`config.mk`:
```
export PLATFORM = sky130hd
export DESIGN_NAME = mem_bus_arbiter
export DESIGN_NICKNAME = d
export VERILOG_FILES = /design/src/rtl/mem_bus_arbiter_pkg.sv /design/src/rtl/mem_bus_arbiter_bus_watchdog.sv /design/src/rtl/mem_bus_arbiter.sv
export SDC_FILE = /design/constraint.sdc
export NUM_CORES = 1
export LEC_CHECK = 0
export CAP_MARGIN = 20
export CELL_PAD_IN_SITES_DETAIL_PLACEMENT = 1
export CELL_PAD_IN_SITES_GLOBAL_PLACEMENT = 1
export CORE_ASPECT_RATIO = 0.9
export CORE_MARGIN = 8
export CORE_UTILIZATION = 34
export DETAILED_ROUTE_END_ITERATION = 8
export PLACE_DENSITY = 0.84
export SYNTH_ARGS = -nofsm -noshare
export SYNTH_HDL_FRONTEND = slang
export SYNTH_SLANG_ARGS = --single-unit
```
`constraint.sdc`:
```
create_clock -name clk -period 2.8 [get_ports clk]
set_input_delay 0.56 -clock clk [delete_from_list [all_inputs] [get_ports clk]]
set_output_delay 0.56 -clock clk [all_outputs]
set_load 0.1 [all_outputs]
```
`src/rtl/mem_bus_arbiter_pkg.sv`:
```
// Shared types for the instruction/data memory bus arbiter.
// Holds the FSM state encoding, grant identifiers and a watchdog sizing helper.
package mem_bus_arbiter_pkg;

    typedef enum logic [1:0] {
        IDLE     = 2'd0,
        INST_BUS = 2'd1,
        DATA_BUS = 2'd2,
        RESP     = 2'd3
    } state_t;

    typedef enum logic {
        INST = 1'b0,
        DATA = 1'b1
    } grant_t;

    // Bits needed to count 0..timeout inclusive.
    function automatic int wd_width(input int timeout);
        return $clog2(timeout + 1);
    endfunction

endpackage

```
`src/rtl/mem_bus_arbiter_bus_watchdog.sv`:
```
// Saturating cycle counter that flags a hung bus transaction.
// Ports: i_clk, i_rst_n, i_clr (zero count), i_en (count up), o_expired.
import mem_bus_arbiter_pkg::*;

module bus_watchdog #(
    parameter int TIMEOUT = 255,
    parameter int CNT_W   = 8
) (
    input  logic i_clk,
    input  logic i_rst_n,
    input  logic i_clr,
    input  logic i_en,
    output logic o_expired
);

    localparam logic [CNT_W-1:0] LIMIT = CNT_W'(TIMEOUT);

    logic [CNT_W-1:0] r_cnt;
    logic             w_at_limit;

    assign w_at_limit = (r_cnt == LIMIT);
    assign o_expired  = w_at_limit;

    // Stops at the limit so a stuck enable can never wrap back to zero.
    always_ff @(posedge i_clk or negedge i_rst_n) begin
        if (!i_rst_n) begin
            r_cnt <= '0;
        end else if (i_clr) begin
            r_cnt <= '0;
        end else if (i_en && !w_at_limit) begin
            r_cnt <= r_cnt + 1'b1;
        end
    end

endmodule

```
`src/rtl/mem_bus_arbiter.sv`:
```
// Arbitrates one single-port memory bus between fetch and load/store ports.
// Ports: inst_* fetch side, data_* load/store side, mem_* bus side, timeout_err.
import mem_bus_arbiter_pkg::*;

module mem_bus_arbiter #(
    parameter int ADDR_W  = 32,
    parameter int DATA_W  = 32,
    parameter int TIMEOUT = 255
) (
    input  logic                clk,
    input  logic                rst,
    input  logic                inst_req,
    input  logic [ADDR_W-1:0]   inst_addr,
    output logic [DATA_W-1:0]   inst_rdata,
    output logic                inst_ready,
    input  logic                data_req,
    input  logic [DATA_W/8-1:0] data_wen,
    input  logic [ADDR_W-1:0]   data_addr,
    input  logic [DATA_W-1:0]   data_wdata,
    output logic [DATA_W-1:0]   data_rdata,
    output logic                data_ready,
    output logic                mem_req,
    output logic [DATA_W/8-1:0] mem_wen,
    output logic [ADDR_W-1:0]   mem_addr,
    output logic [DATA_W-1:0]   mem_wdata,
    input  logic [DATA_W-1:0]   mem_rdata,
    input  logic                mem_ack,
    output logic                timeout_err
);

    localparam int BE_W  = DATA_W / 8;
    localparam int CNT_W = wd_width(TIMEOUT);

    state_t            r_state;
    grant_t            r_last;
    logic              r_mem_req;
    logic [BE_W-1:0]   r_mem_wen;
    logic [ADDR_W-1:0] r_mem_addr;
    logic [DATA_W-1:0] r_mem_wdata;
    logic [DATA_W-1:0] r_inst_rdata;
    logic [DATA_W-1:0] r_data_rdata;
    logic              r_inst_ready;
    logic              r_data_ready;
    logic              r_timeout_err;

    logic w_bus;
    logic w_wd_clr;
    logic w_wd_en;
    logic w_expired;
    logic w_pick_data;
    logic w_done;

    assign w_bus    = (r_state == INST_BUS) || (r_state == DATA_BUS);
    assign w_wd_clr = (r_state == IDLE);
    assign w_wd_en  = w_bus && !mem_ack;
    assign w_done   = mem_ack || w_expired;

    // Data wins when alone, or when both request and fetch went last.
    assign w_pick_data = data_req && (!inst_req || (r_last == INST));

    bus_watchdog #(
        .TIMEOUT (TIMEOUT),
        .CNT_W   (CNT_W)
    ) u_wd (
        .i_clk     (clk),
        .i_rst_n   (rst),
        .i_clr     (w_wd_clr),
        .i_en      (w_wd_en),
        .o_expired (w_expired)
    );

    always_ff @(posedge clk or negedge rst) begin
        if (!rst) begin
            r_state       <= IDLE;
            r_last        <= INST;
            r_mem_req     <= 1'b0;
            r_mem_wen     <= '0;
            r_mem_addr    <= '0;
            r_mem_wdata   <= '0;
            r_inst_rdata  <= '0;
            r_data_rdata  <= '0;
            r_inst_ready  <= 1'b0;
            r_data_ready  <= 1'b0;
            r_timeout_err <= 1'b0;
        end else begin
            r_inst_ready <= 1'b0;
            r_data_ready <= 1'b0;
            case (r_state)
                IDLE: begin
                    if (w_pick_data) begin
                        r_state     <= DATA_BUS;
                        r_last      <= DATA;
                        r_mem_req   <= 1'b1;
                        r_mem_addr  <= data_addr;
                        r_mem_wen   <= data_wen;
                        r_mem_wdata <= data_wdata;
                    end else if (inst_req) begin
                        r_state     <= INST_BUS;
                        r_last      <= INST;
                        r_mem_req   <= 1'b1;
                        r_mem_addr  <= inst_addr;
                        r_mem_wen   <= '0;
                        r_mem_wdata <= '0;
                    end
                end
                INST_BUS, DATA_BUS: begin
                    // An ack in the expiry cycle counts as a normal completion.
                    if (w_done) begin
                        r_mem_req <= 1'b0;
                        r_state   <= RESP;
                        if (r_state == DATA_BUS) begin
                            r_data_ready <= 1'b1;
                            r_data_rdata <= mem_ack ? mem_rdata : '0;
                        end else begin
                            r_inst_ready <= 1'b1;
                            r_inst_rdata <= mem_ack ? mem_rdata : '0;
                        end
                        if (!mem_ack) begin
                            r_timeout_err <= 1'b1;
                        end
                    end
                end
                RESP: begin
                    r_state <= IDLE;
                end
                default: begin
                    r_state <= IDLE;
                end
            endcase
        end
    end

    assign mem_req     = r_mem_req;
    assign mem_wen     = r_mem_wen;
    assign mem_addr    = r_mem_addr;
    assign mem_wdata   = r_mem_wdata;
    assign inst_rdata  = r_inst_rdata;
    assign inst_ready  = r_inst_ready;
    assign data_rdata  = r_data_rdata;
    assign data_ready  = r_data_ready;
    assign timeout_err = r_timeout_err;

endmodule

```
==> impl_metrics.py, run 1 <==
metrics = {
    "outcome": {
        "status": "finished, final reports clean",
    },
    "sta": {
        "slew_violations": 0,
        "rsz0062_at_grt": "false",
        "finalHoldViolations": 0,
        "layout_min_cycle_time_ns": 1.986,
        "clock_skew_ns": 0.01107,
        "setup_viol": 0,
        "finalCritPeriodShare_pct": 70.92,
        "tightest_slew_ns": 0.5921,
        "max_clock_freq_ghz": 0.5036,
        "layout_setup_ws_ns": 0.8142,
        "max_slew_margin_pct": 60.52,
        "setup_tns_ns": 0,
    },
    "worst_setup_path": {
        "crit_fanout": 8,
        "worstPathCellList": "inv_1 > ha_1 > and2b_4 > o21ai_2 > or4_1 > a21oi_1",
        "critPathBufInv": 1,
        "cp-start-kind": "register",
        "critical_path_required_ns": 3.14,
        "arrival_ns": 2.32,
        "cp_slowest_cell": "or4_1",
        "crit_path_end_kind": "register",
        "path_class": "register to register",
        "cpPeakStageDelay_ns": 0.50,
        "path_delay_family": "simple AND/OR/NAND/NOR gates",
    },
    "route": {
        "dr_wl_met3_um": 1122,
        "wl_um": 20340,
        "avgViaCountPerCell": 5.131,
        "via_count": 4767,
        "drc": 0,
        "wl_met2_um": 10770,
        "dr.pass1.iters": 4,
        "top_layer_used": "met4",
        "wl_per_cell_um": 21.89,
        "ant_nets": 0,
        "wl_met1_um": 7776,
        "drt-initial-drc-count": 184,
    },
    "floorplan": {
        "rows": 45,
        "coreArea_mm2": 0.01667,
        "die_w_um": 152.8,
        "die-area_mm2": 0.02125,
        "start_util_pct": 34.35,
        "io-pin-count": 273,
        "chipHeight_um": 139.1,
    },
    "logic_synthesis": {
        "synth-warning-count": 0,
        "ys_ff_latch": 147,
        "syn_area_per_cell_um2": 13.07,
        "synth_area_mm2": 0.005725,
        "ys_seq_area_share_pct": 64.25,
        "synthesis.nets": 578,
        "synth_cell_types": 36,
        "netlist_instances": 438,
    },
    "cts": {
        "h-tree-depth": 4,
        "numCtsBuffers": 17,
        "cts_resized": 0,
        "cts_tree": "built",
        "clockRootBuffer": "clkbuf_16",
        "postCtsSetupRepairBufs": 0,
        "clkLatencyLatePin_ns": 0.42,
        "clk_pin_slew_ns": 0.07,
        "clock_path_buffers": 2,
        "cts_hold_repair.buffers": 0,
        "cts_num_sinks": 147,
    },
    "grt": {
        "overflow": 0,
        "grt_max_degree": 96,
        "grt_usage_pct": 19.21,
        "grt_pass1_wl_um": 31970,
        "grt_pass1_vias": 5415,
        "antenna_found_initial": 0,
    },
    "final_layout": {
        "nets": 845,
        "fin_util_pct": 53.93,
        "syn_to_final_growth_pct": 56.97,
        "insertedDiodeCount": 0,
        "postLayoutCellArea_mm2": 0.008987,
        "drive_gt1_share_pct": 26.04,
    },
    "min_path": {
        "min-delay-path-class": "primary input to asynchronous set/reset pin",
    },
    "place": {
        "dpl_cell_area_mm2": 0.008372,
        "numPortBuffers": 272,
        "gp_congestion": 0.7599,
        "dpl.hpwl_um": 14840,
        "pre_cts_ws_ns": 0.5521,
    },
    "job": {
        "drv_cap": 0,
    },
}
-- cell type report --
class,instances,area (um2)
Multi-Input combinational cell,253,1906
Timing Repair Buffer,282,2509
Clock buffer,17,425.4
Clock inverter,15,190.2
Fill cell,1702,7679
Tap cell,211,264.0
Inverter,4,15.01
Sequential cell,147,3679
-- final timing paths --
kind | start | endpoint | slack [ns] | depth (start not counted)
setup reg to reg | r_state[1]$_DFFE_PN0P_ | u_wd.r_cnt[5]$_DFFE_PN0P_ | 0.81 | 6
setup / recovery | r_state[1]$_DFFE_PN0P_ | u_wd.r_cnt[5]$_DFFE_PN0P_ | 0.81 | 6
min in group clk | timeout_err$_DFFE_PN0P_ | timeout_err$_DFFE_PN0P_ | 0.47 | 1
max in group asynchronous | rst | mem_addr[1]$_DFFE_PN0P_ | 2.07 | 2
hold reg to reg | timeout_err$_DFFE_PN0P_ | timeout_err$_DFFE_PN0P_ | 0.47 | 1
hold / removal | rst | data_rdata[24]$_DFFE_PN0P_ | 0.02 | 1
-- sequential cells by signal (all words and copies together) (netlist names) --
signal       cells
u_wd.r_cnt       8
mem_wdata       32
timeout_err      1
inst_rdata      32
data_rdata      32
r_last           1
data_ready       1
r_state          2
mem_wen          4
inst_ready       1
mem_addr        32
mem_req          1
-- synth_stat cells --
| library cell | number | area share, % |
|---|---|---|
| nor2b_1 | 2 | 0.22 |
| and3_1 | 2 | 0.22 |
| a21o_1 | 2 | 0.26 |
| a221oi_1 | 1 | 0.15 |
| o21bai_2 | 1 | 0.20 |
| nand2_1 | 39 | 2.6 |
| nand4_4 | 1 | 0.37 |
| nand3_1 | 2 | 0.17 |
| o211ai_1 | 2 | 0.26 |
| nand4b_1 | 1 | 0.15 |
| a21oi_1 | 1 | 0.087 |
| nor4b_1 | 1 | 0.15 |
| mux2i_1 | 35 | 6.1 |
| nor3b_1 | 1 | 0.13 |
| buf_1 | 5 | 0.33 |
| a22o_1 | 101 | 15 |
| dfrtp_1 | 147 | 64 |
| clkbuf_1 | 12 | 0.79 |
| nand3_2 | 1 | 0.17 |
| a21boi_0 | 1 | 0.13 |
| mux2_2 | 1 | 0.20 |
| o21bai_1 | 1 | 0.13 |
| o2bb2ai_1 | 1 | 0.15 |
| o21ai_2 | 1 | 0.15 |
| and2b_4 | 1 | 0.17 |
| nand4_1 | 1 | 0.11 |
| nor2_1 | 9 | 0.59 |
| and2_1 | 2 | 0.22 |
| xor2_1 | 3 | 0.46 |
| o21ai_0 | 33 | 2.9 |
| nor3_1 | 1 | 0.087 |
| ha_1 | 3 | 0.66 |
| o31ai_1 | 1 | 0.13 |
| buf_2 | 17 | 1.5 |
| inv_1 | 4 | 0.26 |
| or4_1 | 1 | 0.13 |
-- logic make-up (layout without fill, tap and decap cells) --
group / count (synthesis) / count (layout) / synth area share [%]
AOI/OAI and AO/OA: 146 / 146 / 20.00
xor gates and xnor gates: 3 / 3 / 0.4590
adders and majority gates: 3 / 3 / 0.6557
buffers and inverters: 38 / 318 / 2.863
DFF: 147 / 147 / 64.25
muxes: 36 / 36 / 6.316
and+or+nand+nor: 65 / 65 / 5.463
-- through the flow --
step	std cells	hold slack, ns
2_1_floorplan	438	0.2644
3_3_place_gp	897	0.4497
3_5_place_dp	897	0.4490
4_1_cts	929	0.02034
5_1_grt	929	0.02709
6_report	929	0.02355
-- worst reg2reg max path: stages (launching register included) --
cell     delay (ns)
dfrtp_1        0.39
inv_1          0.06
ha_1           0.43
and2b_4        0.25
o21ai_2        0.12
or4_1          0.50
a21oi_1        0.16
-- cells in the final DEF (no fill, tap or decap), types with 2 or more instances in the layout --
cell type	instances
a21o_1	2
a22o_1	101
and2_1	2
and3_1	2
buf_12	4
buf_4	142
bufinv_16	2
clkbuf_16	17
clkdlybuf4s50_1	135
clkinv_4	3
clkinv_8	2
dfrtp_1	147
ha_1	3
inv_1	4
inv_6	6
mux2i_1	35
nand2_1	39
nand3_1	2
nor2_1	9
nor2b_1	2
o211ai_1	2
o21ai_0	32
xor2_1	3
-- per-layer routing --
metal,global-route usage (%),vias to the layer above
met2,33.68,180
met4,9.157,0
met5,0,-
met1,21.04,2396
li1,-,2148
met3,5.670,43
Power of run 1 is not shown: default switching activity piles up to over one toggle a cycle in this logic, so the estimate is an artifact.
==> inputs of run 2 (changes only) <==
--- a/config.mk
+++ b/config.mk
@@ -10,9 +10,9 @@
 export CELL_PAD_IN_SITES_GLOBAL_PLACEMENT = 1
 export CORE_ASPECT_RATIO = 0.9
 export CORE_MARGIN = 8
-export CORE_UTILIZATION = 34
+export CORE_UTILIZATION = 31
 export DETAILED_ROUTE_END_ITERATION = 8
-export PLACE_DENSITY = 0.84
+export PLACE_DENSITY = 0.78
 export SYNTH_ARGS = -nofsm -noshare
 export SYNTH_HDL_FRONTEND = slang
 export SYNTH_SLANG_ARGS = --single-unit
==> constraint.sdc (replaced) <==
create_clock -name clk -period 1.9 [get_ports clk]
set_input_delay 0.38 -clock clk [delete_from_list [all_inputs] [get_ports clk]]
set_output_delay 0.38 -clock clk [all_outputs]
set_load 0.1 [all_outputs]
==> impl_metrics.py, run 2 (synthesis results as in run 1) <==
metrics = {
    "worst_setup_path": {
        "critical_path_required_ns": 2.25,
        "crit_path_end_kind": "register",
        "cp_slowest_cell": "or4_1",
        "path_class": "register to register",
        "cp-start-kind": "register",
        "worstPathCellList": "inv_1 > ha_1 > and2b_4 > o21ai_2 > or4_1 > a21oi_1",
        "crit_fanout": 5,
        "arrival_ns": 2.14,
        "cpPeakStageDelay_ns": 0.47,
    },
    "sta": {
        "rsz0062_at_grt": "false",
        "layout_min_cycle_time_ns": 1.793,
        "max_clock_freq_ghz": 0.5577,
        "slew_violations": 0,
        "tightest_slew_ns": 0.3217,
        "finalCritPeriodShare_pct": 94.38,
        "setup_viol": 0,
        "max_slew_margin_pct": 78.56,
        "finalHoldViolations": 0,
        "clock_skew_ns": 0.009148,
    },
    "route": {
        "drc": 0,
        "avgViaCountPerCell": 4.925,
        "drt-initial-drc-count": 165,
        "wl_um": 20250,
        "wl_per_cell_um": 20.79,
        "via_count": 4797,
        "ant_nets": 0,
        "dr.pass1.iters": 6,
    },
    "cts": {
        "h-tree-depth": 4,
        "postCtsSetupRepairBufs": 0,
        "clock_path_buffers": 2,
        "clk_pin_slew_ns": 0.07,
        "clockRootBuffer": "clkbuf_16",
        "cts_num_sinks": 147,
        "cts_tree": "built",
        "numCtsBuffers": 17,
        "clkLatencyLatePin_ns": 0.42,
    },
    "grt": {
        "antenna_found_initial": 0,
        "grt_pass1_wl_um": 31890,
        "grt_max_degree": 65,
        "grt_usage_pct": 17.45,
        "grt_pass1_vias": 5374,
        "overflow": 0,
    },
    "final_layout": {
        "mostFrequentLayoutCell": "dfrtp_1",
        "insertedDiodeCount": 0,
        "syn_to_final_growth_pct": 61.69,
        "nFillCells": 1909,
        "nets": 856,
        "postLayoutCellArea_mm2": 0.009258,
        "final_cell_mix": "dfrtp_1, buf_4, clkdlybuf4s50_1",
        "drive_gt1_share_pct": 27.02,
        "stdcell_count": 974,
        "seq_area_mm2": 0.003679,
        "multi_input_area_mm2": 0.001906,
    },
    "job": {
        "drv_cap": 0,
    },
    "place": {
        "dpl.hpwl_um": 15130,
        "gp_congestion": 0.8171,
        "dpl_cell_area_mm2": 0.008677,
        "numPortBuffers": 272,
        "placedCellCount": 941,
    },
    "outcome": {
        "status": "finished, final reports clean",
    },
    "floorplan": {
        "die-area_mm2": 0.02308,
        "die_w_um": 159.3,
        "chipHeight_um": 144.9,
        "start_util_pct": 31.41,
        "io-pin-count": 273,
        "coreArea_mm2": 0.01823,
        "rows": 47,
    },
    "min_path": {
        "min-delay-path-class": "primary input to asynchronous set/reset pin",
    },
}
[run 2: changes by cell type in the layout (fill, tap and decap cells not counted)]
cell           before  now
clkinv_8            2    0
clkinv_2            0    3
inv_6               6    5
buf_4             142  137
dlygate4sd3_1       0    1
bufinv_16           2    1
buf_12              4   19
inv_8               1    2
[run 2: critical path: cells and delay by family (launching register included)]
family	cells	cell delay [ns]
AND/OR/NAND/NOR	2	0.67
adder cells (fa/ha/maj)	1	0.40
flip-flops	1	0.38
AO/OA/AOI/OAI	2	0.22
buffers and inverters	1	0.06
[run 2: worst paths after layout]
check | startpoint | endpoint | slack (ns) | cells after the start
min in group clk | mem_addr[10]$_DFFE_PN0P_ | mem_addr[10]$_DFFE_PN0P_ | 0.48 | 2
max in group asynchronous | rst | inst_ready$_DFF_PN0_ | 0.87 | 3
min | rst | data_rdata[23]$_DFFE_PN0P_ | 0.40 | 2
max | r_state[1]$_DFFE_PN0P_ | u_wd.r_cnt[5]$_DFFE_PN0P_ | 0.11 | 6
max reg2reg | r_state[1]$_DFFE_PN0P_ | u_wd.r_cnt[5]$_DFFE_PN0P_ | 0.11 | 6
min reg2reg | mem_addr[10]$_DFFE_PN0P_ | mem_addr[10]$_DFFE_PN0P_ | 0.48 | 2
[run 2: cell type report]
type / count / share of cell area [%]
sequential: 147 / 39.74
timing repair buffer: 293 / 30.04
multi-input combinational: 253 / 20.58
clock buffer: 17 / 4.595
tap: 245 / 3.311
clock inverter: 15 / 1.568
inverter: 4 / 0.1622
[run 2: layer usage]
layer  vias to the layer above  GRT usage [%]  part of all wire (%)
met5                         -              0                     0
met4                         0          6.975                   2.5
met3                        34          4.497                   4.6
met2                       157          31.17                    52
met1                      2437          19.54                    41
li1                       2169              -                     -
[run 2: per-stage QoR]
step                      setup WS [ns]  hold slack [ns]  utilization, %  setup TNS, ns
after floorplan                  0.1718          0.08441               -              0
after global placement          0.05427           0.2797           47.60              0
after detailed placement       -0.02141           0.2828           47.60       -0.04421
after CTS                       0.07918           0.3981           50.78              0
after global routing            0.02008           0.4223           50.78              0
final                            0.1068           0.4035           50.78              0
[run 2: timing repair]
item	in CTS	in global routing
hold endpoints to repair	28	0
setup endpoints to repair	0	0
gates resized for setup	0	0
hold buffers	1	0
Power of run 2 is left out for the same reason.
